`config.mk`:
```
export PLATFORM = sky130hd
export DESIGN_NAME = div16_seq
export DESIGN_NICKNAME = d
export VERILOG_FILES = /design/src/rtl/div16_seq.sv
export SDC_FILE = /design/constraint.sdc
export NUM_CORES = 1
export LEC_CHECK = 0
export ABC_CLOCK_PERIOD_IN_PS = 4700
export CAP_MARGIN = 30
export CORE_ASPECT_RATIO = 0.7
export CORE_MARGIN = 3
export CORE_UTILIZATION = 40
export CTS_BUF_LIST = sky130_fd_sc_hd__clkbuf_2 sky130_fd_sc_hd__clkbuf_4 sky130_fd_sc_hd__clkbuf_8
export CTS_CLUSTER_DIAMETER = 30
export DETAILED_ROUTE_END_ITERATION = 16
export PLACE_DENSITY = 0.72
export REMOVE_ABC_BUFFERS = 1
export SYNTH_ARGS = -nofsm -noshare
export SYNTH_HDL_FRONTEND = slang
export SYNTH_SLANG_ARGS = --single-unit
```
`constraint.sdc`:
```
create_clock -name clk -period 4.7 [get_ports clk]
set_input_delay 0.47 -clock clk [delete_from_list [all_inputs] [get_ports clk]]
set_output_delay 0.47 -clock clk [all_outputs]
set_load 0.05 [all_outputs]
```
`src/rtl/div16_seq.sv`:
```
// Iterative restoring divider: one quotient bit per cycle, signed ops via magnitudes plus sign fixup.
// Normal divide: done 17 edges after the start edge; divide-by-zero: done in the cycle after start.
module div16_seq #(
   parameter int WIDTH = 16
) (
   input  logic             clk,
   input  logic             reset,
   input  logic             start,
   input  logic             signed_op,
   input  logic [WIDTH-1:0] dividend,
   input  logic [WIDTH-1:0] divisor,
   output logic             busy,
   output logic             done,
   output logic [WIDTH-1:0] quotient,
   output logic [WIDTH-1:0] remainder,
   output logic             div_by_zero
);

   localparam int CNT_W = $clog2(WIDTH);
   localparam logic [CNT_W-1:0] LAST_CNT = CNT_W'(WIDTH - 1);

   typedef enum logic [1:0] {IDLE, CALC, FIXUP, DONE} state_t;

   state_t           state_q, state_d;
   logic [WIDTH-1:0] dvd_q, dvd_d;
   logic [WIDTH-1:0] dsr_q, dsr_d;
   logic [WIDTH-1:0] rem_q, rem_d;
   logic [CNT_W-1:0] cnt_q, cnt_d;
   logic             q_neg_q, q_neg_d;
   logic             r_neg_q, r_neg_d;
   logic [WIDTH-1:0] quo_q, quo_d;
   logic [WIDTH-1:0] rmd_q, rmd_d;
   logic             dbz_q, dbz_d;

   logic             div_zero;
   logic [WIDTH-1:0] dvd_mag;
   logic [WIDTH-1:0] dsr_mag;
   logic [WIDTH:0]   shifted;
   logic [WIDTH-1:0] diff;
   logic             fits;

   assign div_zero = (divisor == '0);
   assign dvd_mag  = (signed_op && dividend[WIDTH-1]) ? -dividend : dividend;
   assign dsr_mag  = (signed_op && divisor[WIDTH-1])  ? -divisor  : divisor;

   // The remainder stays below the divisor, so WIDTH bits hold it; only the shifted trial needs one more.
   assign shifted  = {rem_q, dvd_q[WIDTH-1]};
   assign fits     = (shifted >= {1'b0, dsr_q});
   assign diff     = shifted[WIDTH-1:0] - dsr_q;

   always_ff @(posedge clk) begin
      if (reset) begin
         state_q <= IDLE;
      end else begin
         state_q <= state_d;
      end
   end

   always_comb begin
      state_d = state_q;
      case (state_q)
         IDLE:    if (start) state_d = div_zero ? DONE : CALC;
         CALC:    if (cnt_q == LAST_CNT) state_d = FIXUP;
         FIXUP:   state_d = DONE;
         DONE:    state_d = IDLE;
         default: state_d = IDLE;
      endcase
   end

   always_comb begin
      busy = (state_q != IDLE);
      done = (state_q == DONE);
   end

   assign quotient    = quo_q;
   assign remainder   = rmd_q;
   assign div_by_zero = dbz_q;

   always_comb begin
      dvd_d   = dvd_q;
      dsr_d   = dsr_q;
      rem_d   = rem_q;
      cnt_d   = cnt_q;
      q_neg_d = q_neg_q;
      r_neg_d = r_neg_q;
      quo_d   = quo_q;
      rmd_d   = rmd_q;
      dbz_d   = dbz_q;
      case (state_q)
         IDLE: begin
            if (start) begin
               if (div_zero) begin
                  quo_d = '1;
                  rmd_d = dividend;
                  dbz_d = 1'b1;
               end else begin
                  dvd_d   = dvd_mag;
                  dsr_d   = dsr_mag;
                  q_neg_d = signed_op & (dividend[WIDTH-1] ^ divisor[WIDTH-1]);
                  r_neg_d = signed_op & dividend[WIDTH-1];
                  rem_d   = '0;
                  cnt_d   = '0;
                  dbz_d   = 1'b0;
               end
            end
         end
         CALC: begin
            rem_d = fits ? diff : shifted[WIDTH-1:0];
            dvd_d = {dvd_q[WIDTH-2:0], fits};
            cnt_d = cnt_q + 1'b1;
         end
         FIXUP: begin
            quo_d = q_neg_q ? -dvd_q : dvd_q;
            rmd_d = r_neg_q ? -rem_q : rem_q;
         end
         default: ;
      endcase
   end

   always_ff @(posedge clk) begin
      if (reset) begin
         dvd_q   <= '0;
         dsr_q   <= '0;
         rem_q   <= '0;
         cnt_q   <= '0;
         q_neg_q <= 1'b0;
         r_neg_q <= 1'b0;
         quo_q   <= '0;
         rmd_q   <= '0;
         dbz_q   <= 1'b0;
      end else begin
         dvd_q   <= dvd_d;
         dsr_q   <= dsr_d;
         rem_q   <= rem_d;
         cnt_q   <= cnt_d;
         q_neg_q <= q_neg_d;
         r_neg_q <= r_neg_d;
         quo_q   <= quo_d;
         rmd_q   <= rmd_d;
         dbz_q   <= dbz_d;
      end
   end

endmodule

```
# Yosys cells after proc, flatten, opt, wreduce, memory -nomap -nowiden
# Cells that the tools add are included.
# totals
register_bits,89
input_bits,36
# classes
n_lt_le_gt_ge,1
n_reduce_logical,12
n_mux,25
eq_ne,8
add_sub_neg,6
bitwise,4
# ops
operator,count
$mux 16,13
$pmux 16 s2,4
$neg 16->16,4
$ge 17x16->1,1
$logic_not 16->1,1
$sub 16x16->16,1
$reduce_and 3->1,3
$mux 4,2
$ne 2x2->1 const B,4
$pmux 2 s4,1
$pmux 4 s2,1
$mux 2,3
$reduce_bool 2->1,3
$add 4x1->4 const B,1
$eq 2x2->1 const B,2
$eq 4x4->1 const B,1
$reduce_and 2->1,2
$and 1x1->1,2
$eq 2x1->1 const B,1
$logic_and 1x1->1,2
$logic_not 2->1,1
$mux 1,1
$not 1->1,1
$xor 1x1->1,1

# Logic depth before layout (Yosys ltp)
# depth
depth_word,5
mapped_depth,10
ltp_nobuf,10

# Least setup slack after synthesis
# Ideal clock, no wire load.
# synth_timing
path_type,input -> register
start,input port divisor[0]
end,"register rmd_q[15], in the netlist remainder[15]"
t_arrival_ps,2422
cell_stages,9
setup_slack_ps,2148
setup_ps,130
cell_sequence,inv_1 ha_1 or4b_1 buf_2 or4_4 a2bb2oi_2 buf_6 a31oi_1 o41ai_2
# synth_via
elab_chain_cells,3
# synth_rtl
item,line,rtl
from (decl),11,"input logic [WIDTH-1:0] divisor,"
$logic_not 16->1,42,assign div_zero = (divisor == '0);
$ne 2x2->1 (no line),n/a,
$reduce_and 3->1 (no line),n/a,
to (signal assigned),139,rmd_q <= rmd_d;
to (decl),32,"logic [WIDTH-1:0] rmd_q, rmd_d;"
# No other way between the ends.
# A chain may end at the register's enable or synchronous reset.

# Worst setup path after layout
# layout_timing
start,input port divisor[0]
end,register dvd_q[15]
# layout_via
elab_chain_cells,3
# layout_rtl
item,line,rtl
$logic_not 16->1,42,
$ne 2x2->1 (no line),n/a,
$reduce_and 3->1 (no line),n/a,
to (signal assigned),132,dvd_q <= dvd_d;
to (decl),25,"logic [WIDTH-1:0] dvd_q, dvd_d;"
# No other way between the ends.

==> impl_metrics.yaml <==
outcome:
  status: "completed"
synthesis:
  netlist_instances: 759
  yosys_most_used_dff: "dfxtp_1"
  yosys_register_bits: 89
  synthArstFlopShare: 0
  ys_top_cells_by_count: "dfxtp_1, nor2_1, nand2_1"
  synth_most_common_cell: "dfxtp_1"
  synth_warnings: 0
  synth_top_area_cell: "dfxtp_1"
  synth_area_leaders: "dfxtp_1, xnor2_1, ha_1"
  synth_top_area_share: 0.305
  ys_seq_area_frac: 0.305
  syn_area_um2: 5850
  ys_types: 68
  syn_area_per_cell_um2: 7.70
  synth_edf_count: 0
clock_tree:
  cts.sinks: 89
  htreeDepth: 3
  numCtsBuffers: 9
  clk_latency_ns: 0.39
  clkTransAtPathRegs_ns: 0.10
  cts.path.max_buffers: 2
  cts_hold_buf: 0
  cts_tree: "built"
  ctsResizeCount: 0
  root_buffer: "clkbuf_8"
  post_cts_buffers: 0
global_routing:
  grt.total_usage: 0.213
  globalRouteOverflowTotal: 0
  grt_pass1_vias: 5176
  grt_pass1_wl_um: 27600
  antenna_found_initial: 0
  grt_max_degree: 54
floorplan:
  ioPinCount: 71
  start_util: 0.415
  num_rows: 36
  die-area_um2: 16100
  die_x_um: 151
  core-area_um2: 14100
  die_h_um: 107
placement:
  port_buffers: 70
  place_congestion: 0.868
  pre_cts_slack_ns: 1.22
  dp_hpwl_um: 12700
sta:
  slew_headroom: 0.360
  hold_viol_final: 0
  setup_violations: 0
  max_freq_mhz: 320
  finalWorstSetupSlack_ns: 1.57
  fin_crit_ns: 3.13
  final_max_slew_viol_count: 0
  fin_setup_tns_ns: 0
  rsz0062_at_grt: "no"
  skew_ns: 0.0116
  worst_pin_slew_ns: 0.952
  period_share: 0.665
critical_path:
  cp.required_ns: 4.94
  crit_path_start_kind: "input port"
  cp_max_fo: 16
  crit_slowest_cell: "or4_4"
  r2r_slack_ns: 1.77
  endpoint_kind: "register"
  arrival_ns: 3.37
  worst-setup-path-type: "input port to register"
  path_cells: "clkdlybuf4s50_1 -> inv_1 -> ha_1 -> or4b_1 -> or4_4 -> nand3_1 -> nor2_1 -> a32oi_1 -> a21oi_1"
  cpPeakStageDelay_ns: 0.62
finish:
  final_nets: 873
  areaGrowthSynthToFinish_pct: 17.9
  final_util: 0.489
  antenna_cells: 0
  drive_gt1_frac: 0.0515
routing:
  drtIter0Drc: 539
  vias: 5780
  final_antenna_net_count: 0
  wire_per_inst_um: 16.9
  drtPass1Iterations: 7
  totalWireLength_um: 17000
  viasPerCell: 5.75
  drc: 0
pwr:
  p_leak_nw: 2.45
  ir_worst_vdd_uv: 384
  p_total_w: 0.00460
  p_per_area_nw_per_um2: 667
hold_path:
  min_path_type: "input port to register"
flow_run:
  maxCapViolations: 0
through the flow:
stage / instances / cell area (um2) / hold slack (ns)
2_1_floorplan: 716 / 5650 / 0.430
3_3_place_gp: 988 / 6680 / 0.451
3_5_place_dp: 989 / 6700 / 0.448
4_1_cts: 1005 / 6890 / 0.447
5_1_grt: 1005 / 6890 / 0.469
6_report: 1005 / 6890 / 0.465
metal layers:
metal	global-route usage	vias to the layer above	part of all wire
li1	-	2860	-
met1	0.355	2675	0.53
met2	0.275	234	0.38
met3	0.0397	11	0.087
met4	0.0405	0	0.0080
met5	0	-	0
power breakdown:
| part | switching, W | total [W] | internal, W | leakage, nW |
|---|---|---|---|---|
| clock network | 0.000310 | 0.000522 | 0.000212 | 0.0895 |
| logic | 0.00186 | 0.00289 | 0.00103 | 1.64 |
| registers | 0.000243 | 0.00119 | 0.000949 | 0.725 |
cell families (layout without fill, tap and decap cells):
| family | Yosys count | after routing | synth area share |
|---|---|---|---|
| flip-flops | 89 | 89 | 0.305 |
| AO/OA/AOI/OAI | 226 | 226 | 0.260 |
| adder cells (fa/ha/maj) | 27 | 27 | 0.0591 |
| multiplexers | 4 | 4 | 0.00685 |
| AND/OR/NAND/NOR | 269 | 269 | 0.218 |
| buffers and inverters | 82 | 138 | 0.0582 |
| XOR/XNOR | 62 | 62 | 0.0929 |
worst max-delay path: cells and delay by family:
| kind | cells | cell delay, ns |
|---|---|---|
| adders and majority gates | 1 | 0.17 |
| buffers and inverters | 2 | 0.55 |
| and+or+nand+nor | 4 | 1.81 |
| AOI/OAI and AO/OA | 2 | 0.37 |
cell type report:
type	instances	area, um2
Timing Repair Buffer	83	813
Inverter	39	146
Fill cell	1385	7210
Clock buffer	10	138
Tap cell	190	238
Clock inverter	6	50.0
Sequential cell	89	1780
Multi-Input combinational cell	588	3720
worst paths after layout:
check	from	to	cells after the start
worst max-delay path	divisor[0]	dvd_q[15]$_SDFFE_PP0P_	9
worst min-delay path	reset	dsr_q[11]$_SDFFE_PP0P_	2
worst max register to register	rem_q[10]$_SDFFE_PP0P_	rem_q[6]$_SDFFE_PP0P_	7
worst min register to register	remainder[3]$_SDFFE_PP0P_	remainder[3]$_SDFFE_PP0P_	2
state kept, by name, indices dropped and copies added, names as in the netlist:
register / flops
dsr_q: 16
dvd_q: 16
quotient: 16
rem_q: 16
remainder: 16
cnt_q: 4
state_q: 2
div_by_zero: 1
q_neg_q: 1
r_neg_q: 1
placed cells by master, fill, tap and decap left out, drive strengths merged, types with 5 or more instances in the layout:
master,count
a311oi,11
nor3,20
a211oi,23
or4,5
inv,40
nand4,14
clkdlybuf4s50,69
nor2,86
o41ai,7
dfxtp,89
nand2b,6
nor4,7
or3,10
o31ai,15
ha,26
clkbuf,10
a21oi,60
nand3,20
xor2,24
and2,6
xnor2,38
o21ai,38
nand2,79
o211ai,20
a31oi,16
buf,14
(Power assumes the default switching activity.)
==> edit: new RTL, same flow settings <==
Encoding of `state_t`: now one-hot (4 bits for 4 states).
--- a/src/rtl/div16_seq.sv
+++ b/src/rtl/div16_seq.sv
@@ -19,7 +19,7 @@
    localparam int CNT_W = $clog2(WIDTH);
    localparam logic [CNT_W-1:0] LAST_CNT = CNT_W'(WIDTH - 1);
 
-   typedef enum logic [1:0] {IDLE, CALC, FIXUP, DONE} state_t;
+   typedef enum logic [3:0] {IDLE = 4'b0001, CALC = 4'b0010, FIXUP = 4'b0100, DONE = 4'b1000} state_t;
 
    state_t           state_q, state_d;
    logic [WIDTH-1:0] dvd_q, dvd_d;
Check against the original RTL: no difference found for any inputs over 10 cycles, from zero or initial values and one cycle with reset high; not proved beyond that.
==> edit against the original RTL <==
Synthesized area decreased by 6.6%. Highest routed layer unchanged. Sequential cell count up 2. Cell area shrank 5.7%. Wire length decreased by 13%. Synthesized cell count decreased by 9.4%. Worst setup slack improved by 0.072 ns. Die area fell by 6.3%. Sequential share of layout area increased by 2.2 points.
Power is not compared: it rests on default switching activity, and its combinational part moved more than twofold at a synthesized area within 25%.
==> edit: results <==
run_status:
  status: "finished, final reports clean"
pwr:
  switching_power_uw: 588
  leakage_uw: 0.00242
  peakVddDrop_uv: 139
cells_and_area:
  nFillCells: 1315
  fin_nets: 799
  antenna_cells: 0
  layout-drive-gt1-share: 0.0483
logic_synthesis:
  syn-cell-area_um2: 5460
  ys_warn_count: 0
  async_reset_ff_frac: 0
  synth_top_cells_by_count: "91 x dfxtp_1, 88 x nor2_1, 76 x nand2_1"
  synthTopCellsByArea: "dfxtp_1 33%, xor2_1 6.7%, nor2_1 6.1%"
  ys_seq_area_frac: 0.334
  yosys.cell_types.count: 51
clock_tree:
  clk_pin_slew_ns: 0.09
  post_cts_buffers: 0
  insertion_delay_ns: 0.36
  clockRootBuffer: "clkbuf_8"
  clock_path_buffers: 2
  cts.htree.levels: 3
  cts_resized: 0
critical_path:
  cp.arrival_ns: 3.28
  reg2regPathDepth: 10
  critPathMaxFanout: 17
place:
  gp_congestion: 0.895
  hpwl_mm: 10.9
  port_buffers: 70
routing:
  met1Wirelength_mm: 7.91
  routed.top_layer: "met4"
  drtPass1Iterations: 5
  met3_length_mm: 1.13
  drt_iter0_drc: 434
  dr_wl_met2_mm: 5.62
  wl_per_cell_um: 15.8
  via_per_inst: 5.50
hold_path:
  holdPathStages: 2
  min_path_type: "reg -> reg"
grt:
  grt_use_total: 0.195
  grt_pass1_wl_mm: 24.4
  grt_max_degree: 64
  grt_pass1_vias: 4583
  antenna_found_initial: 0
timing:
  slew_violations: 0
  worst_pin_slew_ns: 0.742
  fin_skew_ns: 0.00717
edit: path summary, 6_finish.rpt:
path | start | endpoint | slack [ns]
worst min register to register | remainder[6] | remainder[6] | 0.46
worst max register to register | rem_q[0] | rem_q[2] | 1.65
worst max-delay path | rem_q[0] | rem_q[2] | 1.65
worst min-delay path | remainder[6] | remainder[6] | 0.46
edit: final cells by class:
| cell class | instances | area share |
|---|---|---|
| inverters | 30 | 0.0173 |
| multi-input cells | 531 | 0.522 |
| well taps | 185 | 0.0356 |
| clock inverters | 5 | 0.00577 |
| clock buffers | 11 | 0.0223 |
| flip-flops and latches | 91 | 0.280 |
| repair buffers | 78 | 0.116 |
edit: worst max-delay path: stages (launching register included):
cell and delay, ns:
dfxtp_1 0.54, ha_1 0.31, nor2b_1 0.15, o2111ai_1 0.25, a21oi_2 0.13, o41ai_4 0.40
a21oi_2 0.13, a2111oi_4 0.36, buf_4 0.34, mux2i_1 0.23, o21ai_1 0.08
edit: logic make-up (layout without fill, tap and decap cells):
logic type | count (synthesis) | count (layout) | share of synthesized area
buf+inv | 66 | 124 | 0.0470
flops | 91 | 91 | 0.334
simple gates | 230 | 230 | 0.187
fa+ha+maj | 22 | 22 | 0.0518
xor+xnor | 70 | 70 | 0.112
mux | 13 | 13 | 0.0238
compound gates | 196 | 196 | 0.244
edit: metrics by stage:
step / TNS (ns) / hold slack [ns] / area [µm²] / instances / worst slack (ns)
after global routing: 0 / 0.465 / 6500 / 931 / 1.41
after CTS: 0 / 0.460 / 6500 / 931 / 1.67
final: 0 / 0.461 / 6500 / 931 / 1.65
after floorplan: -11.85 / 0.430 / 5320 / 652 / -0.550
after detailed placement: 0 / 0.447 / 6320 / 915 / 1.42
after global placement: 0 / 0.446 / 6320 / 915 / 1.51
edit: layer usage:
| metal | vias to the layer above | GRT usage |
|---|---|---|
| li1 | 2566 | - |
| met1 | 2382 | 0.321 |
| met2 | 165 | 0.260 |
| met3 | 9 | 0.0385 |
| met4 | 0 | 0.0318 |
| met5 | - | 0 |
edit: power groups by stage:
stage | sequential [µW] | clock [µW] | combinational [µW]
after floorplan | 844 | 0 | 299
after global placement | 849 | 0 | 436
after detailed placement | 850 | 0 | 439
after CTS | 832 | 523 | 442
after global routing | 838 | 548 | 494
final | 833 | 510 | 447
